`src/rtl/ula_pkg.sv`:
```
// Shared opcode map and sizing for the ula_unit ALU.
// ULA_OVERFLOW_FLAG_EN adds a registered signed-overflow flag.
package ula_pkg;
    localparam int OPW       = 4;
    localparam int WIDTH_DEF = 8;

    localparam logic [OPW-1:0] OP_ADD   = 4'h0;
    localparam logic [OPW-1:0] OP_SUB   = 4'h1;
    localparam logic [OPW-1:0] OP_AND   = 4'h2;
    localparam logic [OPW-1:0] OP_OR    = 4'h3;
    localparam logic [OPW-1:0] OP_XOR   = 4'h4;
    localparam logic [OPW-1:0] OP_MUL2  = 4'h5;
    localparam logic [OPW-1:0] OP_DIV2  = 4'h6;
    localparam logic [OPW-1:0] OP_NOT   = 4'h7;
    localparam logic [OPW-1:0] OP_PASSB = 4'h8;
    localparam logic [OPW-1:0] OP_INC   = 4'h9;
    localparam logic [OPW-1:0] OP_DEC   = 4'hA;
endpackage

```
`src/rtl/ula_if.sv`:
```
// Operand/opcode bus into the ALU and registered result/flags back out.
// ULA_OVERFLOW_FLAG_EN adds overflow_flag to the bus.
interface ula_if
    import ula_pkg::*;
#(
    parameter int WIDTH = WIDTH_DEF
);
    logic [WIDTH-1:0] val_a;
    logic [WIDTH-1:0] val_b;
    logic [OPW-1:0]   op;
    logic [WIDTH-1:0] result;
    logic             zero_flag;
    logic             carrier_flag;
    logic             negative_flag;
`ifdef ULA_OVERFLOW_FLAG_EN
    logic             overflow_flag;
`endif

    modport master (
        output val_a, val_b, op,
`ifdef ULA_OVERFLOW_FLAG_EN
        input  overflow_flag,
`endif
        input  result, zero_flag, carrier_flag, negative_flag
    );

    modport slave (
        input  val_a, val_b, op,
`ifdef ULA_OVERFLOW_FLAG_EN
        output overflow_flag,
`endif
        output result, zero_flag, carrier_flag, negative_flag
    );
endinterface

```
`src/rtl/ula_datapath.sv`:
```
// Combinational ALU core: next result, carry and (ULA_OVERFLOW_FLAG_EN)
// signed overflow from operands and opcode.
module ula_datapath
    import ula_pkg::*;
#(
    parameter int WIDTH = WIDTH_DEF
) (
    input  logic [WIDTH-1:0] i_a,
    input  logic [WIDTH-1:0] i_b,
    input  logic [OPW-1:0]   i_op,
`ifdef ULA_OVERFLOW_FLAG_EN
    output logic             o_ovf,
`endif
    output logic [WIDTH-1:0] o_res,
    output logic             o_carry
);
    localparam int MSB = WIDTH - 1;

    logic [WIDTH:0] w_one;
    logic [WIDTH:0] w_sum;
    logic [WIDTH:0] w_diff;
    logic [WIDTH:0] w_inc;
    logic [WIDTH:0] w_dec;

    assign w_one  = {{WIDTH{1'b0}}, 1'b1};
    // Bit WIDTH of each extended op is the carry or the borrow.
    assign w_sum  = {1'b0, i_a} + {1'b0, i_b};
    assign w_diff = {1'b0, i_a} - {1'b0, i_b};
    assign w_inc  = {1'b0, i_a} + w_one;
    assign w_dec  = {1'b0, i_a} - w_one;

    always_comb begin
        o_res   = '0;
        o_carry = 1'b0;
        unique case (1'b1)
            (i_op == OP_ADD): begin
                o_res   = w_sum[MSB:0];
                o_carry = w_sum[WIDTH];
            end
            (i_op == OP_SUB): begin
                o_res   = w_diff[MSB:0];
                o_carry = w_diff[WIDTH];
            end
            (i_op == OP_AND):   o_res = i_a & i_b;
            (i_op == OP_OR):    o_res = i_a | i_b;
            (i_op == OP_XOR):   o_res = i_a ^ i_b;
            (i_op == OP_MUL2): begin
                o_res   = {i_a[MSB-1:0], 1'b0};
                o_carry = i_a[MSB];
            end
            (i_op == OP_DIV2): begin
                o_res   = {1'b0, i_a[MSB:1]};
                o_carry = i_a[0];
            end
            (i_op == OP_NOT):   o_res = ~i_a;
            (i_op == OP_PASSB): o_res = i_b;
            (i_op == OP_INC): begin
                o_res   = w_inc[MSB:0];
                o_carry = w_inc[WIDTH];
            end
            (i_op == OP_DEC): begin
                o_res   = w_dec[MSB:0];
                o_carry = w_dec[WIDTH];
            end
            default: begin
                o_res   = '0;
                o_carry = 1'b0;
            end
        endcase
    end

`ifdef ULA_OVERFLOW_FLAG_EN
    logic w_sa;
    logic w_sb;
    logic w_sr;

    assign w_sa = i_a[MSB];
    assign w_sb = i_b[MSB];
    assign w_sr = o_res[MSB];

    // INC/DEC act as ADD/SUB with a positive one as operand B.
    always_comb begin
        o_ovf = 1'b0;
        unique case (1'b1)
            (i_op == OP_ADD): o_ovf = (w_sa == w_sb) && (w_sr != w_sa);
            (i_op == OP_SUB): o_ovf = (w_sa != w_sb) && (w_sr != w_sa);
            (i_op == OP_INC): o_ovf = !w_sa && w_sr;
            (i_op == OP_DEC): o_ovf = w_sa && !w_sr;
            default:          o_ovf = 1'b0;
        endcase
    end
`endif
endmodule

```
`src/rtl/ula_unit.sv`:
```
// Registered 8-bit ALU: result plus zero/carry/negative flags, 1-cycle latency.
// ULA_OVERFLOW_FLAG_EN adds a registered signed-overflow flag.
module ula_unit
    import ula_pkg::*;
#(
    parameter int WIDTH = WIDTH_DEF
) (
    input  logic  clk,
    input  logic  rst_n,
    ula_if.slave  bus
);
    logic [WIDTH-1:0] w_res;
    logic             w_carry;
    logic [WIDTH-1:0] r_result;
    logic             r_zero;
    logic             r_carry;
    logic             r_neg;

`ifdef ULA_OVERFLOW_FLAG_EN
    logic w_ovf;
    logic r_ovf;
`endif

    ula_datapath #(
        .WIDTH (WIDTH)
    ) u_dp (
        .i_a     (bus.val_a),
        .i_b     (bus.val_b),
        .i_op    (bus.op),
`ifdef ULA_OVERFLOW_FLAG_EN
        .o_ovf   (w_ovf),
`endif
        .o_res   (w_res),
        .o_carry (w_carry)
    );

    always_ff @(posedge clk or negedge rst_n) begin
        if (!rst_n) begin
            r_result <= '0;
            r_zero   <= 1'b0;
            r_carry  <= 1'b0;
            r_neg    <= 1'b0;
        end else begin
            r_result <= w_res;
            r_zero   <= (w_res == '0);
            r_carry  <= w_carry;
            r_neg    <= w_res[WIDTH-1];
        end
    end

`ifdef ULA_OVERFLOW_FLAG_EN
    always_ff @(posedge clk or negedge rst_n) begin
        if (!rst_n) r_ovf <= 1'b0;
        else        r_ovf <= w_ovf;
    end

    assign bus.overflow_flag = r_ovf;
`endif

    assign bus.result        = r_result;
    assign bus.zero_flag     = r_zero;
    assign bus.carrier_flag  = r_carry;
    assign bus.negative_flag = r_neg;
endmodule

```
`src/flat_wrapper.sv`:
```
// flat-port wrapper written by rule: the top's interface ports become plain ports
module ula_unit_flat import ula_pkg::*;
#(
    parameter int WIDTH = WIDTH_DEF
)
  (clk, rst_n, bus_val_a, bus_val_b, bus_op, bus_result, bus_zero_flag, bus_carrier_flag, bus_negative_flag);
  ula_if #(.WIDTH(WIDTH)) bus_i ();
  input  logic clk;
  input  logic rst_n;
  input wire logic [$bits(bus_i.val_a)-1:0] bus_val_a;
  input wire logic [$bits(bus_i.val_b)-1:0] bus_val_b;
  input wire logic [$bits(bus_i.op)-1:0] bus_op;
  output wire logic [$bits(bus_i.result)-1:0] bus_result;
  output wire logic [$bits(bus_i.zero_flag)-1:0] bus_zero_flag;
  output wire logic [$bits(bus_i.carrier_flag)-1:0] bus_carrier_flag;
  output wire logic [$bits(bus_i.negative_flag)-1:0] bus_negative_flag;
  assign bus_i.val_a = bus_val_a;
  assign bus_i.val_b = bus_val_b;
  assign bus_i.op = bus_op;
  assign bus_result = bus_i.result;
  assign bus_zero_flag = bus_i.zero_flag;
  assign bus_carrier_flag = bus_i.carrier_flag;
  assign bus_negative_flag = bus_i.negative_flag;
  ula_unit #(.WIDTH(WIDTH)) u_core (.clk(clk), .rst_n(rst_n), .bus(bus_i));
endmodule
```
`config.mk`:
```
export PLATFORM = sky130hd
export DESIGN_NAME = ula_unit_flat
export DESIGN_NICKNAME = d
export VERILOG_FILES = /design/src/rtl/ula_pkg.sv /design/src/rtl/ula_if.sv /design/src/rtl/ula_datapath.sv /design/src/rtl/ula_unit.sv /design/src/flat_wrapper.sv
export SDC_FILE = /design/constraint.sdc
export NUM_CORES = 1
export LEC_CHECK = 0
export BUFFER_PORTS_ARGS = -buffer_cell sky130_fd_sc_hd__buf_2
export CORE_MARGIN = 2
export CORE_UTILIZATION = 25
export DETAILED_ROUTE_END_ITERATION = 8
export PLACE_DENSITY = 0.53
export SKIP_LAST_GASP = 1
export SLEW_MARGIN = 25
export SYNTH_ARGS = -nofsm -noshare
export SYNTH_HDL_FRONTEND = slang
export SYNTH_SLANG_ARGS = --single-unit
export TNS_END_PERCENT = 50
```
`constraint.sdc`:
```
create_clock -name clk -period 1.1 [get_ports clk]
set_clock_uncertainty 0.05 [all_clocks]
set_input_delay 0.055 -clock clk [delete_from_list [all_inputs] [get_ports clk]]
set_output_delay 0.055 -clock clk [all_outputs]
set_load 0.01 [all_outputs]
```
==> results.tsv <==
stage	metric	value	unit
timing	tightest hold margin	161	ps
drt	router iterations before antenna repair	4	
floorplan	placeable core region	0.00822	sq mm
power	leakage power	1.62	nW
cells_and_area	share of layout cells above drive strength 1	0.506	
setup_path	classification of the worst setup path	input port to flip-flop	
outcome	run status	complete, but fails checks	
drt	# DRC	0	
job	number of max-capacitance violations reported	0	
global_route	GRT Total Usage	0.171	
global_route	global route total overflow	0	
synth	number of standard cells after synthesis	273	
cells_and_area	net total in the final layout	446	
clock_network	clock buffer depth	2	
synth	synthesized area	0.00212	sq mm
synth	post-synth top area share	0.154	
clock_network	CTS tree	done	
global_route	wire length of the first global-routing pass	12500	um
cells_and_area	Area Overhead vs Synth	66.7	%
placement	routability cong.	0.911	
timing	Tcrit/Tclk final	2.05	
floorplan	effective utilization at floorplan	0.258	
synth	commonest register cell after synthesis	sky130_fd_sc_hd__dfrtp_1	
placement	IO buf count	32	
placement	Post-DP HPWL	6190	um
floorplan	Cell Rows	33	
timing	Slew Limit Headroom	0.474	
cells_and_area	number of antenna cells inserted	0	
placement	cell total after placement	487	
setup_path	critical path data arrival time	2340	ps
synth	number of storage elements in the synthesis netlist	10	
clock_network	number of clock buffers inserted by TritonCTS	3	
floorplan	horizontal die dimension	96.1	um
cells_and_area	filler-free cell count of the finished design	500	
setup_path	endpoint type of the worst setup path	flip-flop	
timing	RSZ-0062 raised after global routing	yes	
hold_path	class of the most critical hold timing path	input port to asynchronous set/reset pin	
synth	yosys warns	0	
drt	Avg Vias per Cell	5.11	
synth	largest cells by area after synthesis	sky130_fd_sc_hd__ha_1 15%, sky130_fd_sc_hd__dfrtp_1 12%, sky130_fd_sc_hd__a21oi_1 4.3%, sky130_fd_sc_hd__xnor2_1 4.1%, sky130_fd_sc_hd__inv_1 3.7%	
synth	Seq/Total Area, Yosys	0.118	
cells_and_area	most common cell after layout, fill and taps aside	sky130_fd_sc_hd__buf_4	
clock_network	clock-pin slew of the registers on the worst-case setup and hold paths	40	ps
setup_path	Critical Path RT	1190	ps
clock_network	Root Buffer	sky130_fd_sc_hd__clkbuf_8	
setup_path	endpoint of the most critical setup path	u_core.bus.zero_flag$_DFF_PN0_	
global_route	antenna violations before repair	0	
clock_network	H-tree Lvls	1	
drt	Detailed Route Iter0 Violations	141	
setup_path	type of origin of the critical path	input port	
floorplan	Die Outline Area	0.00923	sq mm
synth	number of enable-type register cells in the synthesized netlist	0	
drt	number of vias after detailed routing	2556	
drt	DRT antenna net count	0	
floorplan	y dimension of the die	96.1	um
power	peak ir drop on the vdd network	0.272	mV
power	total power divided by cell area	660	mW/mm^2
synth	cell type with the largest total area after synthesis	sky130_fd_sc_hd__ha_1	
setup_path	worst setup path startpoint	bus_val_a[0]	
synth	Async SR Flop Fraction	1.00	
global_route	largest net degree at the start of global routing	16	
cells_and_area	final standard cell utilization of the core	0.430	
synth	synthesized netlist net count	323	
cells_and_area	most frequent cells in the layout	106 x sky130_fd_sc_hd__buf_4, 26 x sky130_fd_sc_hd__buf_2, 19 x sky130_fd_sc_hd__ha_1	
timing	min setup slack post-route	-1160	ps
timing	clock period minus worst slack	2260	ps
synth	synth unique cells	64	
setup_path	maximum fanout along the worst path	3	
timing	max-slew violation total from the final report	0	
global_route	via count of the first global-routing pass	2584	
timing	maximum frequency from static timing analysis	0.443	GHz
drt	Routed WL per cell	15.5	um
outcome	failing checks	negative setup slack	
timing	final count of hold timing violations	0	
timing	transition time of the tightest slew-check pin	782	ps
timing	total of endpoints with negative setup slack in the final report	10	
clock_network	clock sink count	10	
floorplan	Boundary Pins	33	
drt	total wire length after detailed routing	7750	um
cells_and_area	Fillers	826	
synth	average instance area after synthesis	7.76	sq um
-- power breakdown --
part | switching, W | total [W] | internal, W
combinational | 0.000722 | 0.00148 | 0.000753
sequential | 0.00000955 | 0.000422 | 0.000412
clock | 0.000123 | 0.000435 | 0.000313
-- Yosys cell counts (6+ instances only) --
cell type,number
sky130_fd_sc_hd__o221ai_1,6
sky130_fd_sc_hd__a31oi_1,6
sky130_fd_sc_hd__dfrtp_1,10
sky130_fd_sc_hd__a221oi_1,6
sky130_fd_sc_hd__inv_1,21
sky130_fd_sc_hd__xnor2_1,10
sky130_fd_sc_hd__nand2b_1,6
sky130_fd_sc_hd__nor3_1,13
sky130_fd_sc_hd__o21ai_0,6
sky130_fd_sc_hd__nand2_1,13
sky130_fd_sc_hd__buf_2,10
sky130_fd_sc_hd__nor2b_1,6
sky130_fd_sc_hd__nor2_1,17
sky130_fd_sc_hd__a21oi_1,18
sky130_fd_sc_hd__ha_1,26
sky130_fd_sc_hd__nand3_1,8
-- through the flow --
step	total power, W	area (sq um)	setup slack, ps	TNS (ps)
floorplan	0.00113	2260	-1300	-5360
global placement	0.00169	3120	-1440	-9350
detailed placement	0.00171	3120	-1490	-9560
CTS	0.00225	3370	-1160	-6110
global route	0.00249	3530	-1250	-6830
finish	0.00233	3530	-1160	-6020
-- repair_timing --
item	CTS	global route
gates resized for setup	30	29
setup endpoints to repair	10	10
hold buffers	1	0
hold endpoints to repair	10	0
pin swaps	16	14
setup buffers	4	4
-- critical path: stages --
cell and delay (ps):
sky130_fd_sc_hd__buf_8 90, sky130_fd_sc_hd__inv_6 30, sky130_fd_sc_hd__ha_4 150, sky130_fd_sc_hd__fa_2 340, sky130_fd_sc_hd__o21bai_1 180, sky130_fd_sc_hd__a21oi_2 90
sky130_fd_sc_hd__a221oi_2 240, sky130_fd_sc_hd__a21oi_1 60, sky130_fd_sc_hd__or4_4 430, sky130_fd_sc_hd__or4b_4 530, sky130_fd_sc_hd__nor4_2 130
-- metal layers --
metal | wire length, um | global-route usage
met2 | 3760 | 0.294
met3 | 320 | 0.00783
met1 | 3570 | 0.231
met4 | 94 | 0.0476
met5 | 0 | 0
-- cell families after synthesis --
kind of cell             synth area share
AND/OR/NAND/NOR                     0.241
AO/OA/AOI/OAI                       0.295
buffers and inverters               0.102
adder cells (fa/ha/maj)             0.172
XOR/XNOR                           0.0413
flip-flops                          0.118
multiplexers                       0.0307
-- registers in the layout (all words and copies together) (netlist names) --
signal,flops
u_core.bus.result,7
u_core.bus.carrier_flag,1
u_core.bus.negative_flag,1
u_core.bus.zero_flag,1
-- final cells by class --
| type | instances | area [sq um] | area share |
|---|---|---|---|
| multi-input combinational | 218 | 1970 | 0.558 |
| timing repair buffer | 142 | 1030 | 0.293 |
| sequential | 10 | 250 | 0.0708 |
| tap | 105 | 131 | 0.0372 |
| inverter | 21 | 91.3 | 0.0259 |
| clock buffer | 4 | 55.1 | 0.0156 |
-- worst min path at each step --
stage                     start  cells after the start                                end  slack (ps)
after CTS                 rst_n                      2     u_core.bus.result[0]$_DFF_PN0_         170
after floorplan           rst_n                      0  u_core.bus.carrier_flag$_DFF_PN0_        -290
final                     rst_n                      2     u_core.bus.result[0]$_DFF_PN0_         160
after global routing      rst_n                      2     u_core.bus.result[1]$_DFF_PN0_         200
after detailed placement  rst_n                      1     u_core.bus.result[0]$_DFF_PN0_        -130
after global placement    rst_n                      1     u_core.bus.result[2]$_DFF_PN0_        -130
Note: power is estimated with default switching activity, not from simulation.
